**src/rtl/fu_completion_arbiter.sv**
```systemverilog
// rtl/fu_completion_arbiter.sv - per-FU completion tracking and writeback arbitration toward the ROB.
// Define FU_ARB_RR_EN for round-robin arbitration; default is fixed priority, highest slot index first.
module fu_completion_arbiter #(
  parameter int NUM_FU     = 4,
  parameter int FU_IDX_W   = 2,
  parameter int DATA_WIDTH = 32,
  parameter int ROB_WIDTH  = 4,
  parameter int DEST_WIDTH = 3,
  parameter int CTRL_WIDTH = 6,
  parameter int LAT_WIDTH  = 5
) (
  input  logic                         clk_i,
  input  logic                         rst_ni,
  input  logic                         flush_i,
  input  logic                         issue_valid_i,
  input  logic [FU_IDX_W-1:0]          issue_fu_i,
  input  logic [LAT_WIDTH-1:0]         issue_latency_i,
  input  logic [ROB_WIDTH-1:0]         issue_rob_i,
  input  logic [DEST_WIDTH-1:0]        issue_dest_i,
  input  logic [CTRL_WIDTH-1:0]        issue_ctrl_i,
  input  logic [NUM_FU*DATA_WIDTH-1:0] fu_result_i,
  output logic [NUM_FU-1:0]            fu_capture_o,
  output logic [NUM_FU-1:0]            fu_free_o,
  output logic                         issue_err_o,
  output logic                         wb_valid_o,
  input  logic                         wb_ready_i,
  output logic [DATA_WIDTH-1:0]        wb_data_o,
  output logic [ROB_WIDTH-1:0]         wb_rob_o,
  output logic [DEST_WIDTH-1:0]        wb_dest_o,
  output logic [CTRL_WIDTH-1:0]        wb_ctrl_o,
  output logic [FU_IDX_W-1:0]          wb_fu_o
);

  typedef enum logic [1:0] {S_IDLE, S_BUSY, S_DONE} slot_state_e;

  slot_state_e           state_q [NUM_FU];
  logic [LAT_WIDTH-1:0]  cnt_q   [NUM_FU];
  logic [DATA_WIDTH-1:0] data_q  [NUM_FU];
  logic [ROB_WIDTH-1:0]  rob_q   [NUM_FU];
  logic [DEST_WIDTH-1:0] dest_q  [NUM_FU];
  logic [CTRL_WIDTH-1:0] ctrl_q  [NUM_FU];
  logic                  issue_err_q;
  logic                  issue_err_d;

  logic [NUM_FU-1:0]     done_vec;
  logic [NUM_FU-1:0]     grant_vec;
  logic [NUM_FU-1:0]     accept_vec;
  logic                  sel_found;
  logic [FU_IDX_W-1:0]   sel_idx;
  logic                  grant;
  logic [LAT_WIDTH-1:0]  load_lat;

`ifdef FU_ARB_RR_EN
  logic [FU_IDX_W-1:0]   ptr_q;
  logic [FU_IDX_W-1:0]   ptr_d;
  logic                  hold_q;
  logic [FU_IDX_W-1:0]   hold_idx_q;
`endif

  always_comb begin
    for (int i = 0; i < NUM_FU; i++) begin
      done_vec[i]     = (state_q[i] == S_DONE);
      fu_capture_o[i] = (state_q[i] == S_BUSY) && (cnt_q[i] == LAT_WIDTH'(1)) && !flush_i;
    end
  end

  // DONE slots only leave on grant or flush, so the choice stays put under back-pressure
  // unless a newly finished slot outranks it.
  always_comb begin
    sel_found = 1'b0;
    sel_idx   = '0;
`ifdef FU_ARB_RR_EN
    if (hold_q) begin
      sel_found = 1'b1;
      sel_idx   = hold_idx_q;
    end else begin
      for (int k = 0; k < NUM_FU; k++) begin
        for (int i = 0; i < NUM_FU; i++) begin
          if (!sel_found && done_vec[i] && (((i + NUM_FU - int'(ptr_q)) % NUM_FU) == k)) begin
            sel_found = 1'b1;
            sel_idx   = FU_IDX_W'(i);
          end
        end
      end
    end
`else
    for (int i = 0; i < NUM_FU; i++) begin
      if (done_vec[i]) begin
        sel_found = 1'b1;
        sel_idx   = FU_IDX_W'(i);
      end
    end
`endif
  end

  assign wb_valid_o = sel_found && !flush_i;
  assign grant      = wb_valid_o && wb_ready_i;
  assign load_lat   = (issue_latency_i == '0) ? LAT_WIDTH'(1) : issue_latency_i;

  always_comb begin
    for (int i = 0; i < NUM_FU; i++) begin
      grant_vec[i]  = grant && (sel_idx == FU_IDX_W'(i));
      fu_free_o[i]  = (state_q[i] == S_IDLE) || grant_vec[i];
      accept_vec[i] = issue_valid_i && !flush_i && (issue_fu_i == FU_IDX_W'(i)) && fu_free_o[i];
    end
    issue_err_d = issue_valid_i && !flush_i && !(|accept_vec);
  end

  always_comb begin
    wb_data_o = '0;
    wb_rob_o  = '0;
    wb_dest_o = '0;
    wb_ctrl_o = '0;
    wb_fu_o   = '0;
    if (wb_valid_o) begin
      wb_fu_o = sel_idx;
      for (int i = 0; i < NUM_FU; i++) begin
        if (sel_idx == FU_IDX_W'(i)) begin
          wb_data_o = data_q[i];
          wb_rob_o  = rob_q[i];
          wb_dest_o = dest_q[i];
          wb_ctrl_o = ctrl_q[i];
        end
      end
    end
  end

  assign issue_err_o = issue_err_q;

`ifdef FU_ARB_RR_EN
  assign ptr_d = FU_IDX_W'((int'(sel_idx) + 1) % NUM_FU);

  always_ff @(posedge clk_i or negedge rst_ni) begin
    if (!rst_ni) begin
      ptr_q      <= '0;
      hold_q     <= 1'b0;
      hold_idx_q <= '0;
    end else begin
      if (grant) ptr_q <= ptr_d;
      hold_q     <= wb_valid_o && !wb_ready_i;
      hold_idx_q <= sel_idx;
    end
  end
`endif

  always_ff @(posedge clk_i or negedge rst_ni) begin
    if (!rst_ni) begin
      issue_err_q <= 1'b0;
      for (int i = 0; i < NUM_FU; i++) begin
        state_q[i] <= S_IDLE;
        cnt_q[i]   <= '0;
        data_q[i]  <= '0;
        rob_q[i]   <= '0;
        dest_q[i]  <= '0;
        ctrl_q[i]  <= '0;
      end
    end else begin
      issue_err_q <= issue_err_d;
      for (int i = 0; i < NUM_FU; i++) begin
        if (flush_i) begin
          state_q[i] <= S_IDLE;
          cnt_q[i]   <= '0;
        end else if (accept_vec[i]) begin
          state_q[i] <= S_BUSY;
          cnt_q[i]   <= load_lat;
          rob_q[i]   <= issue_rob_i;
          dest_q[i]  <= issue_dest_i;
          ctrl_q[i]  <= issue_ctrl_i;
        end else begin
          case (state_q[i])
            S_BUSY: begin
              if (cnt_q[i] == LAT_WIDTH'(1)) begin
                state_q[i] <= S_DONE;
                cnt_q[i]   <= '0;
                data_q[i]  <= fu_result_i[i*DATA_WIDTH +: DATA_WIDTH];
              end else begin
                cnt_q[i] <= cnt_q[i] - LAT_WIDTH'(1);
              end
            end
            S_DONE: begin
              if (grant_vec[i]) state_q[i] <= S_IDLE;
            end
            default: ;
          endcase
        end
      end
    end
  end

endmodule

```
**config.mk**
```make
export PLATFORM = sky130hd
export DESIGN_NAME = fu_completion_arbiter
export DESIGN_NICKNAME = d
export VERILOG_FILES = /design/src/rtl/fu_completion_arbiter.sv
export SDC_FILE = /design/constraint.sdc
export NUM_CORES = 1
export LEC_CHECK = 0
export ABC_CLOCK_PERIOD_IN_PS = 4600
export BUFFER_PORTS_ARGS = -buffer_cell sky130_fd_sc_hd__buf_4
export CAP_MARGIN = 20
export CORE_ASPECT_RATIO = 1.1
export CORE_MARGIN = 8
export CORE_UTILIZATION = 55
export CTS_CLUSTER_DIAMETER = 40
export DETAILED_ROUTE_END_ITERATION = 10
export GPL_TIMING_DRIVEN = 1
export PLACE_DENSITY = 0.87
export RECOVER_POWER = 50
export SYNTH_ARGS = -nofsm -noshare
export SYNTH_HDL_FRONTEND = slang
export SYNTH_SLANG_ARGS = --single-unit
```
**constraint.sdc**
```tcl
create_clock -name clk_i -period 4.6 [get_ports clk_i]
set_input_delay 0.69 -clock clk_i [delete_from_list [all_inputs] [get_ports clk_i]]
set_output_delay 0.69 -clock clk_i [all_outputs]
set_load 0.02 [all_outputs]
```
Yosys cells after proc, flatten, opt, wreduce, memory -nomap -nowiden
Index checks and enable logic that the tools add are counted.

Flip-flop bits (word level): 209. Input port bits: 153. Output and inout port bits: 57. Word-level logic and storage cells: 183.

Add/sub/neg operators: 4. Eq/ne operators: 26. Multiplexer cells: 65. Bitwise logic cells: 5. Reductions and logical operators: 58.

Operator list (count): two-way mux 32 bit (5); two-way mux 5 bit (17); two-way mux 2 bit (19); two-way mux 6 bit (5); logical AND 1 bit (24); equality test 5 x 1 -> 1 bit, second input constant (4); two-way mux 4 bit (5); subtractor 5 x 1 -> 5 bit, second input constant (4); equality test 2 bit, second input constant (8); != test 4 x 2 -> 1 bit, second input constant (4); != test 4 x 3 -> 1 bit, second input constant (4); one-hot mux 2 bit (2 select lines) (4); AND reduction 4 bit (4); nonzero test 4 bit (4); two-way mux 3 bit (5); equality test 2 x 1 -> 1 bit, second input constant (6); zero test 2 bit (6); AND reduction 3 bit (4); nonzero test 3 bit (4); AND reduction 2 bit (4); zero test 5 bit (1); two-way mux 1 bit (5); inverter 1 bit (5); logical OR 1 bit (4); 2 further kinds (3).

Depth between registers and ports, before layout
Depth after elaboration: 13. Gate-level depth with buffers: 9. Gate-level depth less buffers: 7.

Least setup slack after synthesis
Ideal clock, no wire load.

Path kind: register -> output. Start point: register state_q[3] (netlist bit). End point: output wb_data_o[10]. Arrival: 1924 ps. Data required time: 3910 ps. Slack: 1986 ps. Stages on the path, launching flop included: 7. Path buffers: 3. Cells stage by stage: dfrtp_1 or2b_1 clkbuf_1 buf_2 buf_1 o22ai_1 a211oi_1.

Cells in the longest elaborated chain, start to end: 9. Elaborated cells on any way between the ends: 15. Classes of those cells: eq/ne (4); mux (9); reduce/logical (2).

RTL lines: start, declared (RTL line 36) `slot_state_e state_q [NUM_FU];`; start signal, assigned by index (RTL line 150) `state_q[i] <= S_IDLE;`; start signal, assigned by index (RTL line 161) `state_q[i] <= S_IDLE;`; start signal, assigned by index (RTL line 164) `state_q[i] <= S_BUSY;`; equality test 2 bit * (RTL line 62) `done_vec[i] = (state_q[i] == S_DONE);`; two-way mux 2 bit (2 in a row) (RTL line 88) `if (done_vec[i]) begin`; zero test 2 bit (RTL line 118) `if (sel_idx == FU_IDX_W'(i)) begin`; two-way mux 32 bit (4 in a row) (RTL line 118); two-way mux 32 bit * (RTL line 115) `if (wb_valid_o) begin`; end, declared (RTL line 27) `output logic [DATA_WIDTH-1:0] wb_data_o,`.

Mark *: on every way between the ends. The rest lies on a longest branch, timed or not.

Worst setup path in the final report
Start point: input flush_i. End point: output wb_data_o[11].

Cells in the longest elaborated chain, start to end: 3.

RTL lines: start, declared (RTL line 14) `input logic flush_i,`; zero test 1 bit (RTL line 96) `assign wb_valid_o = sel_found && !flush_i;`; logical AND 1 bit (RTL line 96); two-way mux 32 bit (RTL line 115).

Every way passes these cells.

==> results by group <==
GRT
  • Largest net degree at the start of global routing: between 100 and 150
  • GRT busiest layer: met2
  • Global routing usage on met1: 31.12%
  • GR Layer Usage met3: between 6 and 7%
  • Vias in the first global route: between 9000 and 10000
  • Grt total ovfl: 0
  • Global-route wire length before repair: ~48000 um
  • Initial antenna violation count: 0
  • Met2 usage: 43.19%
  • GRT Resource Usage Total: 25.76%

Setup path
  • Crit path required time: 3910 ps
  • Critical path class: in -> out
  • CP Capture Type: output port
  • Critical path, cell by cell: clkbuf_1, inv_1, o21ai_4, buf_4, a211oi_1, buf_4
  • RR Endpoint: dest_q[0]
  • Reg2reg start: state_q[0]
  • Most used cell, CP: buf_4
  • R2r worst-path depth: 5
  • Slowest CP cell: clkbuf_1
  • FF-to-FF setup slack: 1480 ps
  • Max stage delay on crit path: 1240 ps
  • CP startpoint kind: input port
  • Worst path arrival time: 3350 ps
  • CP max FO: 33

Clock network
  • Num CTS Buffers: 29
  • PostCTS Resize Cnt: 0
  • CTS root buffer: clkbuf_16
  • # clock sinks: between 200 and 250
  • Clock Path Buffers: 3
  • CTS tree: yes
  • Hold-fix buffers at CTS: 0
  • Post-CTS setup repair buffer count: 0
  • Worst-path clk slew: around 60 ps
  • Clock Latency Late Sink: 550 ps
  • CTS H-tree depth: 1

STA
  • Fmax: 0.2476 GHz
  • Post-route minimum period: 4039 ps
  • Unrepaired setup endpoints after global routing: false
  • Number of setup violations in the final report: 0
  • Hold Fails Final Rpt: 0
  • Clock skew: 12.46 ps
  • Final TNS setup: 0 ps
  • Final critical-path share of the clock period: 87.81%
  • Setup ws final: 560.8 ps
  • Max-Slew Margin vs Limit: -79.66%
  • Least-Margin Pin Slew: 2695 ps
  • Fin. max-slew vios: 141

Yosys
  • EDFF count, synth: 0
  • Yosys warning count: 0
  • Mapped Area: 0.01014 sq mm
  • Synth Area per Inst: 10.22 sq um
  • Library cells used by synthesis: 58
  • Synthesized Nets: 1153
  • Synth async-reset ratio: 100.0%
  • Yosys reg bits: 209
  • Seq/Total Area, Yosys: 51.57%
  • Post-Synthesis Cells: between 900 and 1000
  • Post-synth top flop: dfrtp_1

Routing
  • Drt drc: 0
  • Routed length per placed instance: roughly 21 um
  • DRT Wirelength: 30260 um
  • Initial DRC count: about 550
  • Drt pass-1 iters: 5
  • Routed vias: around 8500
  • Routed Antenna Nets: 0
  • Via density: between 5 and 6

Placed design
  • DP Area: 0.01189 sq mm
  • Routability congestion estimate: between 0.8 and 0.9
  • Cell total after placement: roughly 1400
  • DP HPWL: 19980 um
  • Port Buffers: 209
  • Pre-CTS setup slack: around 1200 ps

Layout
  • Design area: 0.01288 sq mm
  • Nets: 1348
  • Most frequent cells in the layout: nand2_1 (253), buf_4 (221), dfrtp_1 (209)
  • Synthesis-to-finish area growth: 27.06%
  • Most common cell after layout, fill and taps aside: nand2_1
  • Layout Utilization: 70.73%
  • Non-Filler Instances: 1452
  • Layout cells sized above 1: a little over a third
  • ANT cells: 0

Floorplan
  • Chip width: 145.5 um
  • Core area: roughly 0.018 sq mm
  • Die Area: ~0.023 sq mm
  • Starting Density: 55.67%
  • I/O pin cnt: 210
  • Row cnt: 52
  • Die height: 158.4 um

Pwr
  • Power Density: 442.3 mW/mm^2
  • Worst IR Drop VDD: 490.2 uV
  • Leak pwr: 6.238 nW

Min path
  • Hold Path Sink: data_q[75]
  • Hold Path Origin: fu_result_i[43]
  • Hold Crit Depth: 3
  • Tightest Hold Check Type: in -> reg

Status
  • Failing checks: capacitance limit, slew limit
  • Status: complete, but fails checks

Run
  • Maxcap violations: 2
[cells by family (layout without fill, tap and decap cells)]
family / after synthesis / in the layout / synth area share (%)
and+or+nand+nor: 388 / 388 / 16.24
DFF: 209 / 209 / 51.57
AOI/OAI and AO/OA: 169 / 169 / 12.12
adders and majority gates: 8 / 8 / 0.9871
xor gates and xnor gates: 2 / 2 / 0.1728
buffers and inverters: 82 / 299 / 3.788
muxes: 134 / 134 / 15.13
[registers in the layout, indices dropped and copies added (netlist names)]
name / count
data_q: 128
ctrl_q: 24
cnt_q: 20
rob_q: 16
dest_q: 12
state_q: 8
issue_err_o: 1
[worst max-delay path: cells and delay by family]
family | cells | cell delay, ps
buffers and inverters | 4 | 2340
AOI/OAI and AO/OA | 2 | 290
[power breakdown]
group	internal (mW)	leakage, nW	switching [mW]	total, mW
sequential	2.20	2.71	0.230	2.43
combinational	0.488	3.02	0.420	0.908
clock	1.47	0.509	0.881	2.36
total	4.17	6.24	1.53	5.70
[metrics by stage]
step	power, mW	hold WS [ps]
2_1_floorplan	3.005	394.4
3_3_place_gp	3.301	454.0
3_5_place_dp	3.358	456.2
4_1_cts	5.720	289.5
5_1_grt	5.944	323.9
6_report	5.698	327.7
[Yosys cell counts (3+ instances only)]
cell / count / share of area (%)
nor4b_1: 4 / 0.35
o22ai_1: 34 / 2.1
dfrtp_1: 209 / 52
a311oi_1: 29 / 2.5
o31ai_1: 5 / 0.37
nor3b_1: 4 / 0.30
mux2_4: 10 / 1.5
buf_2: 19 / 0.94
nor2b_1: 5 / 0.31
inv_1: 18 / 0.67
a211oi_1: 18 / 1.3
ha_1: 8 / 0.99
o21ai_0: 11 / 0.54
nor3_1: 7 / 0.35
buf_6: 5 / 0.56
nor4_1: 3 / 0.19
o211ai_1: 3 / 0.22
and2b_1: 5 / 0.37
a21oi_1: 48 / 2.4
buf_1: 9 / 0.33
clkbuf_1: 27 / 1.0
nand3_1: 9 / 0.44
mux2_2: 114 / 13
buf_4: 4 / 0.30
nor2_1: 74 / 2.7
nand2_1: 253 / 9.4
mux2i_1: 10 / 0.99
nand3b_1: 3 / 0.22
nand2b_1: 6 / 0.37
[worst max-delay path by stage]
| stage | startpoint | end | depth (start not counted) |
|---|---|---|---|
| after detailed placement | state_q[2] | wb_data_o[11] | 6 |
| final | flush_i | wb_data_o[11] | 6 |
| after floorplan | state_q[3] | wb_data_o[10] | 6 |
| after global placement | state_q[3] | wb_data_o[0] | 7 |
| after global routing | flush_i | wb_ctrl_o[0] | 6 |
| after CTS | state_q[2] | wb_data_o[0] | 7 |
[cell type report]
class                   instances  area, sq um
repair buffers                228         1690
fillers                      1308         5333
inverters                      18        67.56
multi-input cells             701         4557
clock buffers                  34        794.5
clock inverters                19        241.5
well taps                     243        304.0
flip-flops and latches        209         5230
[layer usage]
layer	vias to the layer above	wire length [um]
li1	3855	-
met1	4230	11980
met2	359	14540
met3	82	2529
met4	0	1202
met5	-	0
Note: power is estimated with default switching activity, not from simulation.
